--- src/rtl/wb_burst_splitter_pkg.sv ---
// Shared constants and types for the Wishbone burst splitter:
// cycle-type/burst-type encodings and the FSM state enum.
package wb_burst_pkg;

    localparam logic [2:0] CLASSIC = 3'b000;
    localparam logic [2:0] CONST   = 3'b001;
    localparam logic [2:0] INCR    = 3'b010;
    localparam logic [2:0] EOB     = 3'b111;

    localparam logic [1:0] LINEAR  = 2'b00;
    localparam logic [1:0] WRAP4   = 2'b01;
    localparam logic [1:0] WRAP8   = 2'b10;
    localparam logic [1:0] WRAP16  = 2'b11;

    typedef enum logic [1:0] {
        IDLE  = 2'd0,
        REQ   = 2'd1,
        RESP  = 2'd2,
        DRAIN = 2'd3
    } state_e;

endpackage

--- src/rtl/wb_burst_splitter_if.sv ---
// Wishbone B4 bus bundle; the splitter takes a slave view (wbs_*) upstream
// and a master view (wbm_*) downstream. dat_w flows master->slave, dat_r back.
interface wb_burst_splitter_if #(
    parameter int DATA_WIDTH = 32,
    parameter int ADDR_WIDTH = 28
);
    logic                      cyc;
    logic                      stb;
    logic                      we;
    logic [ADDR_WIDTH-1:0]     adr;
    logic [DATA_WIDTH-1:0]     dat_w;
    logic [DATA_WIDTH/8-1:0]   sel;
    logic [2:0]                cti;
    logic [1:0]                bte;
    logic                      ack;
    logic                      err;
    logic                      rty;
    logic [DATA_WIDTH-1:0]     dat_r;

    modport master (
        output cyc, stb, we, adr, dat_w, sel, cti, bte,
        input  ack, err, rty, dat_r
    );

    modport slave (
        input  cyc, stb, we, adr, dat_w, sel, cti, bte,
        output ack, err, rty, dat_r
    );
endinterface

--- src/rtl/wb_burst_splitter_addr_gen.sv ---
// Combinational next-beat address for Wishbone registered-feedback bursts:
// constant, linear, or wrap-4/8/16 on DATA_WIDTH/8-byte beats.
module wb_burst_addr_gen
    import wb_burst_pkg::*;
#(
    parameter int DATA_WIDTH = 32,
    parameter int ADDR_WIDTH = 28
) (
    input  logic [ADDR_WIDTH-1:0] addr_i,
    input  logic [2:0]            cti_i,
    input  logic [1:0]            bte_i,
    output logic [ADDR_WIDTH-1:0] next_o
);

    localparam logic [ADDR_WIDTH-1:0] STEP = ADDR_WIDTH'(DATA_WIDTH / 8);

    logic [ADDR_WIDTH-1:0] inc_s;
    logic [ADDR_WIDTH-1:0] mask_s;

    // An all-ones mask turns the wrap formula into a plain linear increment.
    always_comb begin
        inc_s = addr_i + STEP;
        case (bte_i)
            LINEAR:  mask_s = '1;
            WRAP4:   mask_s = (STEP << 2) - ADDR_WIDTH'(1);
            WRAP8:   mask_s = (STEP << 3) - ADDR_WIDTH'(1);
            WRAP16:  mask_s = (STEP << 4) - ADDR_WIDTH'(1);
            default: mask_s = '1;
        endcase
        if (cti_i == CONST) begin
            next_o = addr_i;
        end else begin
            next_o = (addr_i & ~mask_s) | (inc_s & mask_s);
        end
    end

endmodule

--- src/rtl/wb_burst_splitter.sv ---
// Replays Wishbone B4 burst beats as independent classic cycles downstream.
// Optional WB_BURST_SPLIT_CHECK_EN: reject non-first beats whose address differs from the predicted one.
module wb_burst_splitter
    import wb_burst_pkg::*;
#(
    parameter int DATA_WIDTH = 32,
    parameter int ADDR_WIDTH = 28
) (
    input  logic                  clk,
    input  logic                  rst,
    wb_burst_splitter_if.slave    wbs,
    wb_burst_splitter_if.master   wbm
);

    localparam int SEL_WIDTH = DATA_WIDTH / 8;

    state_e                  state_q, state_d;
    logic                    burst_active_q, burst_active_d;
    logic [ADDR_WIDTH-1:0]   next_adr_q, next_adr_d;
    logic [ADDR_WIDTH-1:0]   adr_q, adr_d;
    logic                    we_q, we_d;
    logic [DATA_WIDTH-1:0]   dat_q, dat_d;
    logic [SEL_WIDTH-1:0]    sel_q, sel_d;
    logic [2:0]              cti_q, cti_d;
    logic [1:0]              bte_q, bte_d;
    logic [DATA_WIDTH-1:0]   rdata_q, rdata_d;
    logic                    ack_q, ack_d;
    logic                    err_q, err_d;
    logic                    mcyc_q, mcyc_d;
    logic [ADDR_WIDTH-1:0]   gen_next_s;
    logic                    resp_s;

    wb_burst_addr_gen #(
        .DATA_WIDTH (DATA_WIDTH),
        .ADDR_WIDTH (ADDR_WIDTH)
    ) u_addr_gen (
        .addr_i (adr_q),
        .cti_i  (cti_q),
        .bte_i  (bte_q),
        .next_o (gen_next_s)
    );

    // Next-state and registered-output decode.
    always_comb begin
        state_d        = state_q;
        burst_active_d = burst_active_q;
        next_adr_d     = next_adr_q;
        adr_d          = adr_q;
        we_d           = we_q;
        dat_d          = dat_q;
        sel_d          = sel_q;
        cti_d          = cti_q;
        bte_d          = bte_q;
        rdata_d        = rdata_q;
        ack_d          = 1'b0;
        err_d          = 1'b0;
        mcyc_d         = 1'b0;
        resp_s         = wbm.ack | wbm.err | wbm.rty;

        case (state_q)
            IDLE: begin
                if (!wbs.cyc) begin
                    burst_active_d = 1'b0;
                end else if (wbs.stb) begin
                    we_d  = wbs.we;
                    dat_d = wbs.dat_w;
                    sel_d = wbs.sel;
                    cti_d = wbs.cti;
                    bte_d = wbs.bte;
                    adr_d = burst_active_q ? next_adr_q : wbs.adr;
`ifdef WB_BURST_SPLIT_CHECK_EN
                    if (burst_active_q && (wbs.adr != next_adr_q)) begin
                        err_d          = 1'b1;
                        burst_active_d = 1'b0;
                        state_d        = RESP;
                    end else begin
                        mcyc_d  = 1'b1;
                        state_d = REQ;
                    end
`else
                    mcyc_d  = 1'b1;
                    state_d = REQ;
`endif
                end else begin
                    state_d = IDLE;
                end
            end
            REQ: begin
                // An abandoned beat still has to finish downstream; a response in the
                // same cycle as the abort is simply discarded.
                if (!wbs.cyc) begin
                    if (resp_s) begin
                        burst_active_d = 1'b0;
                        state_d        = IDLE;
                    end else begin
                        mcyc_d  = 1'b1;
                        state_d = DRAIN;
                    end
                end else if (resp_s) begin
                    rdata_d = wbm.dat_r;
                    err_d   = wbm.err | wbm.rty;
                    ack_d   = ~(wbm.err | wbm.rty);
                    state_d = RESP;
                end else begin
                    mcyc_d = 1'b1;
                end
            end
            RESP: begin
                state_d = IDLE;
                if (err_q) begin
                    burst_active_d = 1'b0;
                end else begin
                    burst_active_d = (cti_q == INCR) || (cti_q == CONST);
                    next_adr_d     = gen_next_s;
                end
            end
            DRAIN: begin
                if (resp_s) begin
                    burst_active_d = 1'b0;
                    state_d        = IDLE;
                end else begin
                    mcyc_d = 1'b1;
                end
            end
            default: begin
                burst_active_d = 1'b0;
                state_d        = IDLE;
            end
        endcase
    end

    // State and output registers.
    always_ff @(posedge clk or posedge rst) begin
        if (rst) begin
            state_q        <= IDLE;
            burst_active_q <= 1'b0;
            next_adr_q     <= '0;
            adr_q          <= '0;
            we_q           <= 1'b0;
            dat_q          <= '0;
            sel_q          <= '0;
            cti_q          <= 3'b000;
            bte_q          <= 2'b00;
            rdata_q        <= '0;
            ack_q          <= 1'b0;
            err_q          <= 1'b0;
            mcyc_q         <= 1'b0;
        end else begin
            state_q        <= state_d;
            burst_active_q <= burst_active_d;
            next_adr_q     <= next_adr_d;
            adr_q          <= adr_d;
            we_q           <= we_d;
            dat_q          <= dat_d;
            sel_q          <= sel_d;
            cti_q          <= cti_d;
            bte_q          <= bte_d;
            rdata_q        <= rdata_d;
            ack_q          <= ack_d;
            err_q          <= err_d;
            mcyc_q         <= mcyc_d;
        end
    end

    assign wbs.ack   = ack_q;
    assign wbs.err   = err_q;
    assign wbs.rty   = 1'b0;
    assign wbs.dat_r = rdata_q;

    assign wbm.cyc   = mcyc_q;
    assign wbm.stb   = mcyc_q;
    assign wbm.we    = we_q;
    assign wbm.adr   = adr_q;
    assign wbm.dat_w = dat_q;
    assign wbm.sel   = sel_q;
    assign wbm.cti   = 3'b000;
    assign wbm.bte   = 2'b00;

endmodule

--- src/flat_wrapper.sv ---
// flat-port wrapper written by rule: the top's interface ports become plain ports
module wb_burst_splitter_flat import wb_burst_pkg::*;
#(
    parameter int DATA_WIDTH = 32,
    parameter int ADDR_WIDTH = 28
)
  (clk, rst, wbs_cyc, wbs_stb, wbs_we, wbs_adr, wbs_dat_w, wbs_sel, wbs_cti, wbs_bte, wbs_ack, wbs_err, wbs_rty, wbs_dat_r, wbm_cyc, wbm_stb, wbm_we, wbm_adr, wbm_dat_w, wbm_sel, wbm_cti, wbm_bte, wbm_ack, wbm_err, wbm_rty, wbm_dat_r);
  wb_burst_splitter_if #(.DATA_WIDTH(DATA_WIDTH), .ADDR_WIDTH(ADDR_WIDTH)) wbs_i ();
  wb_burst_splitter_if #(.DATA_WIDTH(DATA_WIDTH), .ADDR_WIDTH(ADDR_WIDTH)) wbm_i ();
  input  logic clk;
  input  logic rst;
  input wire logic [$bits(wbs_i.cyc)-1:0] wbs_cyc;
  input wire logic [$bits(wbs_i.stb)-1:0] wbs_stb;
  input wire logic [$bits(wbs_i.we)-1:0] wbs_we;
  input wire logic [$bits(wbs_i.adr)-1:0] wbs_adr;
  input wire logic [$bits(wbs_i.dat_w)-1:0] wbs_dat_w;
  input wire logic [$bits(wbs_i.sel)-1:0] wbs_sel;
  input wire logic [$bits(wbs_i.cti)-1:0] wbs_cti;
  input wire logic [$bits(wbs_i.bte)-1:0] wbs_bte;
  output wire logic [$bits(wbs_i.ack)-1:0] wbs_ack;
  output wire logic [$bits(wbs_i.err)-1:0] wbs_err;
  output wire logic [$bits(wbs_i.rty)-1:0] wbs_rty;
  output wire logic [$bits(wbs_i.dat_r)-1:0] wbs_dat_r;
  output wire logic [$bits(wbm_i.cyc)-1:0] wbm_cyc;
  output wire logic [$bits(wbm_i.stb)-1:0] wbm_stb;
  output wire logic [$bits(wbm_i.we)-1:0] wbm_we;
  output wire logic [$bits(wbm_i.adr)-1:0] wbm_adr;
  output wire logic [$bits(wbm_i.dat_w)-1:0] wbm_dat_w;
  output wire logic [$bits(wbm_i.sel)-1:0] wbm_sel;
  output wire logic [$bits(wbm_i.cti)-1:0] wbm_cti;
  output wire logic [$bits(wbm_i.bte)-1:0] wbm_bte;
  input wire logic [$bits(wbm_i.ack)-1:0] wbm_ack;
  input wire logic [$bits(wbm_i.err)-1:0] wbm_err;
  input wire logic [$bits(wbm_i.rty)-1:0] wbm_rty;
  input wire logic [$bits(wbm_i.dat_r)-1:0] wbm_dat_r;
  assign wbs_i.cyc = wbs_cyc;
  assign wbs_i.stb = wbs_stb;
  assign wbs_i.we = wbs_we;
  assign wbs_i.adr = wbs_adr;
  assign wbs_i.dat_w = wbs_dat_w;
  assign wbs_i.sel = wbs_sel;
  assign wbs_i.cti = wbs_cti;
  assign wbs_i.bte = wbs_bte;
  assign wbs_ack = wbs_i.ack;
  assign wbs_err = wbs_i.err;
  assign wbs_rty = wbs_i.rty;
  assign wbs_dat_r = wbs_i.dat_r;
  assign wbm_cyc = wbm_i.cyc;
  assign wbm_stb = wbm_i.stb;
  assign wbm_we = wbm_i.we;
  assign wbm_adr = wbm_i.adr;
  assign wbm_dat_w = wbm_i.dat_w;
  assign wbm_sel = wbm_i.sel;
  assign wbm_cti = wbm_i.cti;
  assign wbm_bte = wbm_i.bte;
  assign wbm_i.ack = wbm_ack;
  assign wbm_i.err = wbm_err;
  assign wbm_i.rty = wbm_rty;
  assign wbm_i.dat_r = wbm_dat_r;
  wb_burst_splitter #(.DATA_WIDTH(DATA_WIDTH), .ADDR_WIDTH(ADDR_WIDTH)) u_core (.clk(clk), .rst(rst), .wbs(wbs_i), .wbm(wbm_i));
endmodule
--- config.mk ---
export PLATFORM = sky130hd
export DESIGN_NAME = wb_burst_splitter_flat
export DESIGN_NICKNAME = d
export VERILOG_FILES = /design/src/rtl/wb_burst_splitter_pkg.sv /design/src/rtl/wb_burst_splitter_if.sv /design/src/rtl/wb_burst_splitter_addr_gen.sv /design/src/rtl/wb_burst_splitter.sv /design/src/flat_wrapper.sv
export SDC_FILE = /design/constraint.sdc
export NUM_CORES = 1
export LEC_CHECK = 0
export ABC_AREA = 1
export CAP_MARGIN = 20
export CELL_PAD_IN_SITES_DETAIL_PLACEMENT = 0
export CELL_PAD_IN_SITES_GLOBAL_PLACEMENT = 1
export CORE_UTILIZATION = 25
export DETAILED_ROUTE_END_ITERATION = 10
export PLACE_DENSITY = 0.71
export SLEW_MARGIN = 20
export SYNTH_ARGS = -nofsm -noshare
export SYNTH_HDL_FRONTEND = slang
export SYNTH_HIERARCHICAL = 1
export SYNTH_SLANG_ARGS = --single-unit
--- constraint.sdc ---
create_clock -name clk -period 8.6 [get_ports clk]
set_input_delay 1.72 -clock clk [delete_from_list [all_inputs] [get_ports clk]]
set_output_delay 1.72 -clock clk [all_outputs]
set_load 0.01 [all_outputs]
==> results.md, run 1 <==
* Htree depth at 4
* Root buf cell: clkbuf_16
* Crit Path Category: in2reg
* Post-synth cell types at 29
* Part of the cycle the worst path needs at 40.8%
* Vias in the first global route at 5,847
* Number of CTS-inserted buffers at 17
* Hold WS at 468 ps
* Worst setup SP type: input pin
* Horiz. Die Dim at 164 um
* Grt ovf at 0
* Static Leak at 4.70 nW
* Wirelength, routed at 18,500 um
* Minimum clock period at 3500 ps
* Worst IR Drop VDD at 0.102 mV
* Highest cell delay on the worst timing path at 670 ps
* Routed Antenna Nets at 0
* TritonCTS clock tree: built
* Setup bufs post-CTS at 0
* Share of cells above drive strength 1 at 6.85%
* Total track usage at 14.6%
* Diodes inserted at 0
* Design Power at 2.21 mW
* Total number of vias at 5,778
* Crit path max-delay cell type: nand2_2
* Worst-margin pin slew at 929 ps
* Maximum fanout along the worst path at 34
* Finish-stage setup viols at 0
* # nets final at 1,150
* DRC errors left at 0
* Slew Limit Headroom at 38.0%
* Final WS setup at 5100 ps
* Die height at 164 um
* Worst skew pair latency at 420 ps
* HP Class: reg2reg
* Pre-CTS WS at 4620 ps
* Mapped Avg Cell Area at 7.77 um^2
* Syn. warnings at 6
* Clock sink total at 136
* Area grow syn2layout at 44.0%
* FP Rows at 58
* Critical Path End Type: flop
* Hold_buf cts at 0
* 1st-pass router iterations at 4
* Clock Pin Slew Worst Setup and Hold Paths at 60 ps
* Seq cells post-synth at 136
* RSZ-0062 raised after global routing: false
* Routability cong. at 0.741
* PwrDens at 234 mW/mm^2
* Core Box Area at 0.0255 mm^2
* Post-DP HPWL at 12,600 um
* Seq/Total Area, Yosys at 51.9%
* Worst R2R Setup Slack at 6760 ps
* # resized after CTS at 0
* Io pins at 216
* Post-Route Setup TNS at 0 ps
* Crit-path cells: clkdlybuf4s50_1 > nor2_1 > nand2_2 > nand2_2 > nand2_1 > nand2_1
* Max Clk Rate at 0.285 GHz
* Via density at 4.18
* Clk buf depth at 2
* Final Util at 37.1%
* CP required at 8950 ps
* Initial antenna violation count at 1
* DIE AREA at 0.0269 mm^2
* # port buffers at 209
* CP arrival at 3850 ps
* MaxCap Viol Count at 0
* Final hold vios at 0
* Status: finished clean
* Global-route wire length before repair at 30,400 um
* Largest net degree at the start of global routing at 73
* WL/cell at 13.4 um
* Fin Clk Skew at 13.2 ps
* Post-synthesis cell count at 844
* Slew Limit Fails at 0
* Synthesized area at 0.00656 mm^2
* DR iter-0 viols at 290
* Initial Util at 25.7%
## state kept, by name, summed over array words and instances (netlist names)
signal / count
u_core/wbm.we: 1
u_core/burst_active_q: 1
u_core/wbs.dat_r: 32
u_core/wbm.cyc: 1
u_core/bte_q: 2
u_core/wbm.dat_w: 32
u_core/state_q: 2
u_core/wbm.sel: 4
u_core/wbs.ack: 1
u_core/wbs.err: 1
u_core/wbm.adr: 28
u_core/cti_q: 3
u_core/next_adr_q: 28
## synthesized netlist by cell type
cell type	count	area share (%)
buf_2	23	1.8
buf_4	11	1.3
buf_6	3	0.52
clkbuf_1	7	0.40
conb_1	1	0.057
dfrtp_1	136	52
ha_1	3	0.57
inv_1	54	3.1
inv_2	5	0.29
nand2_1	452	26
nand2_2	7	0.67
nand2_4	1	0.17
nand3_1	46	3.5
nand3_2	4	0.61
nand3_4	1	0.27
nand3b_1	6	0.69
nand3b_4	1	0.31
nand4_1	7	0.67
nand4_2	1	0.19
nor2_1	17	0.97
nor2_2	5	0.48
nor2_4	3	0.52
nor2_8	2	0.61
nor3_1	3	0.23
nor3_2	3	0.46
nor3b_1	1	0.11
o21ai_0	29	2.2
xnor2_1	5	0.67
xor2_1	7	0.94
## where the power goes
part / internal [mW] / switching, mW / leakage, nW
Clock: 0.391 / 0.323 / 0.280
Sequential: 0.797 / 0.128 / 1.71
Combinational: 0.306 / 0.267 / 2.70
Total: 1.49 / 0.718 / 4.70
## worst paths after layout
path,from,to,cells past startpoint
max in group asynchronous,rst,u_core/burst_active_q$_DFFE_PP0P_,3
min in group asynchronous,rst,u_core/wbs.dat_r[12]$_DFFE_PP0P_,2
hold / removal,u_core/next_adr_q[12]$_DFFE_PP0P_,u_core/next_adr_q[12]$_DFFE_PP0P_,2
setup / recovery,wbm_rty,u_core/wbs.dat_r[3]$_DFFE_PP0P_,6
setup reg to reg,u_core/state_q[0]$_DFFE_PP0P_,u_core/wbm.dat_w[9]$_DFFE_PP0P_,7
hold reg to reg,u_core/next_adr_q[12]$_DFFE_PP0P_,u_core/next_adr_q[12]$_DFFE_PP0P_,2
## cell type report
cell class,instances,area (um^2)
sequential,136,3400
fill,2698,16000
inverter,59,226
timing repair buffer,214,2130
clock buffer,18,439
tap,330,413
multi-input combinational,610,2700
clock inverter,14,128
## worst max-delay path: cells and delay by family
| kind | cells | cell delay (ps) |
|---|---|---|
| buffers and inverters | 1 | 410 |
| and+or+nand+nor | 5 | 1690 |
## routing by layer
| metal | track usage (%) | vias to the layer above | part of all wire (%) |
|---|---|---|---|
| met5 | 0 | - | 0.059 |
| met1 | 18.0 | 2652 | 45 |
| met3 | 5.56 | 11 | 8.1 |
| li1 | - | 2957 | - |
| met2 | 23.9 | 156 | 46 |
| met4 | 3.96 | 2 | 0.91 |
## per-stage QoR
step / cells / cell area, um^2
global placement: 1349 / 8880
global route: 1381 / 9440
detailed placement: 1349 / 8880
CTS: 1381 / 9440
finish: 1381 / 9440
floorplan: 849 / 6580
## layout by cell type, fill, tap and decap left out, types with 5 or more instances in the layout
| cell | synthesis | routed |
|---|---|---|
| nor2_1 | 17 | 17 |
| dfrtp_1 | 136 | 135 |
| nand2_1 | 452 | 452 |
| buf_4 | 11 | 5 |
| conb_1 | 1 | 6 |
| xor2_1 | 7 | 7 |
| nand3_1 | 46 | 46 |
| nand4_1 | 7 | 7 |
| nand3b_1 | 6 | 6 |
| xnor2_1 | 5 | 5 |
| clkdlybuf4s50_1 | 0 | 209 |
| inv_6 | 0 | 7 |
| clkbuf_16 | 0 | 17 |
| inv_1 | 54 | 53 |
| inv_2 | 5 | 5 |
| nand2_2 | 7 | 7 |
| o21ai_0 | 29 | 29 |
## cells by family (layout without fill, tap and decap cells)
group	Yosys count	after routing	share of synthesized area (%)
simple gates	560	560	36.3
flops	136	136	51.9
buf+inv	103	305	7.31
compound gates	29	29	2.21
xor+xnor	12	12	1.60
fa+ha+maj	3	3	0.573
other cells	1	6	0.0572
Power figures use the tool's default switching activity.
==> inputs of run 2 (changes only) <==
clock period = 3.26 ns   (was 8.6 ns; I/O delays follow)
==> run 2 against run 1 <==
Net effect: critical path depth down 5; power rose to 2.7 times the previous value; non-clock buffer count up 4; largest cell class unchanged; largest power group unchanged.
==> results.md, run 2 (synthesis gave the netlist of run 1 again) <==
* Sequential cell area at 0.00340 mm^2 (unchanged)
* Most common cell after layout, fill and taps aside: nand2_1
* Routability cong. at 0.730 (-1.4%)
* Initial Util at 25.7% (unchanged)
* Finish-stage setup viols at 0 (unchanged)
* FP Rows at 58 (unchanged)
* PwrDens at 621 mW/mm^2 (+170%)
* Total track usage at 14.9% (+0.24 points)
* Worst setup SP type: flop
* Clk pwr share at 33.0% (+0.7 points)
* Slew Limit Fails at 0 (unchanged)
* Fin Clk Skew at 15.7 ps (+2.44 ps)
* Maximum fanout along the worst path at 6 (-82%)
* CP required at 2610 ps (-6340 ps)
* MaxCap Viol Count at 0 (unchanged)
* Worst IR Drop VDD at 0.256 mV (+150%)
* Cells on worst reg2reg path at 4 (-3)
* Crit-path cells: clkdlybuf4s50_1
* Crit path max-delay cell type: clkdlybuf4s50_1
* Area grow syn2layout at 45.5%
* Post-Route Setup TNS at 0 ps (unchanged)
* Max Clk Rate at 0.456 GHz
* 1st-pass router iterations at 4 (unchanged)
* Share of cells above drive strength 1 at 7.20% (+0.35 points)
* Clock sink total at 136 (unchanged)
* # resized after CTS at 0 (unchanged)
* Buffers & Inverters on Critical Path at 1 (unchanged)
* DRC errors left at 0 (unchanged)
* Worst skew pair latency at 430 ps (about the same)
* Largest net degree at the start of global routing at 71 (-2.7%)
* Htree depth at 4 (unchanged)
* DIE AREA at 0.0269 mm^2 (unchanged)
* Io pins at 216 (unchanged)
* Final Util at 37.4% (+0.36 points)
* # port buffers at 209 (unchanged)
* CP arrival at 1540 ps (-2310 ps)
* Crit path max-delay family: buffers and inverters
* Sw Share at 32.0% (-0.46 points)
* Crit Path Category: reg2out
* Hold_buf cts at 0 (unchanged)
* Internal power at 4.03 mW (+170%)
* # nets final at 1,154 (+0.35%)
* Grt ovf at 0 (unchanged)
* Diodes inserted at 0 (unchanged)
* Clock Pin Slew Worst Setup and Hold Paths at 70 ps (about the same)
* Via density at 4.16 (-0.50%)
* Hold WS at 470 ps (+1.91 ps)
* Hold Path Stages at 2 (unchanged)
* Design Power at 5.92 mW (+170%)
* Final WS setup at 1070 ps (-4030 ps)
* Slew Limit Headroom at 42.8% (+4.8 points)
* Post-DP HPWL at 13,200 um (+4.7%)
* DR iter-0 viols at 209 (-28%)
* Minimum clock period at 2190 ps
* Highest cell delay on the worst timing path at 600 ps (-70 ps)
* Part of the cycle the worst path needs at 67.3%
* HP Class: reg2reg
* Worst-margin pin slew at 858 ps (-71.4 ps)
* Number of CTS-inserted buffers at 17 (unchanged)
* Status: finished clean
* Static Leak at 4.73 nW (+0.79%)
* Sequential share of power at 41.4% (-0.4 points)
* WL/cell at 13.7 um (+2.0%)
* Horiz. Die Dim at 164 um (unchanged)
* TritonCTS clock tree: built
* Most frequent cells in the layout: 452 x nand2_1, 209 x clkdlybuf4s50_1, 135 x dfrtp_1
* Gate power share at 25.7% (-0.2 points)
* Wirelength, routed at 19,000 um (+2.3%)
* Critical Path End Type: output pin
* Fillers at 2,653 (-1.7%)
* Total number of vias at 5,766 (-0.21%)
* Clk buf depth at 2 (unchanged)
* Psw at 1.90 mW (+160%)
* Core Box Area at 0.0255 mm^2 (unchanged)
* Root buf cell: clkbuf_16
* Initial antenna violation count at 0 (-1)
* Die height at 164 um (unchanged)
* Routed Antenna Nets at 0 (unchanged)
* Area of the multi-input gates at 0.00270 mm^2 (unchanged)
* Final hold vios at 0 (unchanged)
* WP depth at 1 (-5)
* Setup bufs post-CTS at 0 (unchanged)
* Pre-CTS WS at 685 ps (-3940 ps)
* Global-route wire length before repair at 30,500 um (+0.34%)
* RSZ-0062 raised after global routing: false
* Vias in the first global route at 5,783 (-1.1%)
run 2: cell count changes in the layout (fill, tap and decap cells not counted):
| cell | delta |
|---|---|
| buf_12 | +3 |
| buf_4 | +1 |
| bufinv_16 | +1 |
| clkinv_2 | -1 |
| clkinvlp_4 | +2 |
| inv_6 | -3 |
| inv_8 | +1 |
run 2: worst paths after layout:
check / from / to / slack (ps)
worst max-delay path: u_core/wbm.adr[4]$_DFFE_PP0P_ / wbm_adr[4] / 1070
worst min-delay path: u_core/wbm.dat_w[5]$_DFFE_PP0P_ / u_core/wbm.dat_w[5]$_DFFE_PP0P_ / 470
worst max register to register: u_core/state_q[0]$_DFFE_PP0P_ / u_core/next_adr_q[4]$_DFFE_PP0P_ / 1390
worst min register to register: u_core/wbm.dat_w[5]$_DFFE_PP0P_ / u_core/wbm.dat_w[5]$_DFFE_PP0P_ / 470
max in group asynchronous: rst / u_core/burst_active_q$_DFFE_PP0P_ / 1940
min in group asynchronous: rst / u_core/cti_q[2]$_DFFE_PP0P_ / 610
run 2: metrics by stage:
step | instances | instance area [um^2]
6_report | 1385 | 9540
5_1_grt | 1385 | 9540
4_1_cts | 1385 | 9540
3_5_place_dp | 1353 | 8940
3_3_place_gp | 1353 | 8940
2_1_floorplan | 849 | 6580
run 2: area by class of cell:
class / count / area share (%)
Clock inverter: 14 / 1.61
Multi-Input combinational cell: 610 / 28.4
Sequential cell: 136 / 35.7
Inverter: 59 / 2.36
Timing Repair Buffer: 218 / 23.0
Tap cell: 330 / 4.33
Clock buffer: 18 / 4.61
run 2: power groups by stage:
| stage | registers (mW) | logic, mW | clock network, mW |
|---|---|---|---|
| finish | 2.45 | 1.52 | 1.95 |
| global route | 2.52 | 1.71 | 2.10 |
| CTS | 2.46 | 1.55 | 2.03 |
| detailed placement | 2.48 | 1.54 | 0 |
| global placement | 2.48 | 1.53 | 0 |
| floorplan | 2.52 | 0.607 | 0 |
run 2: metal layers:
layer / vias to the layer above / global-route usage [%] / wire [um] / share of wire (%)
met5: - / 0 / 0 / 0
met4: 0 / 4.55 / 165 / 0.87
met3: 8 / 5.61 / 1600 / 8.5
met2: 171 / 23.8 / 8700 / 46
met1: 2621 / 18.5 / 8480 / 45
li1: 2966 / - / - / -
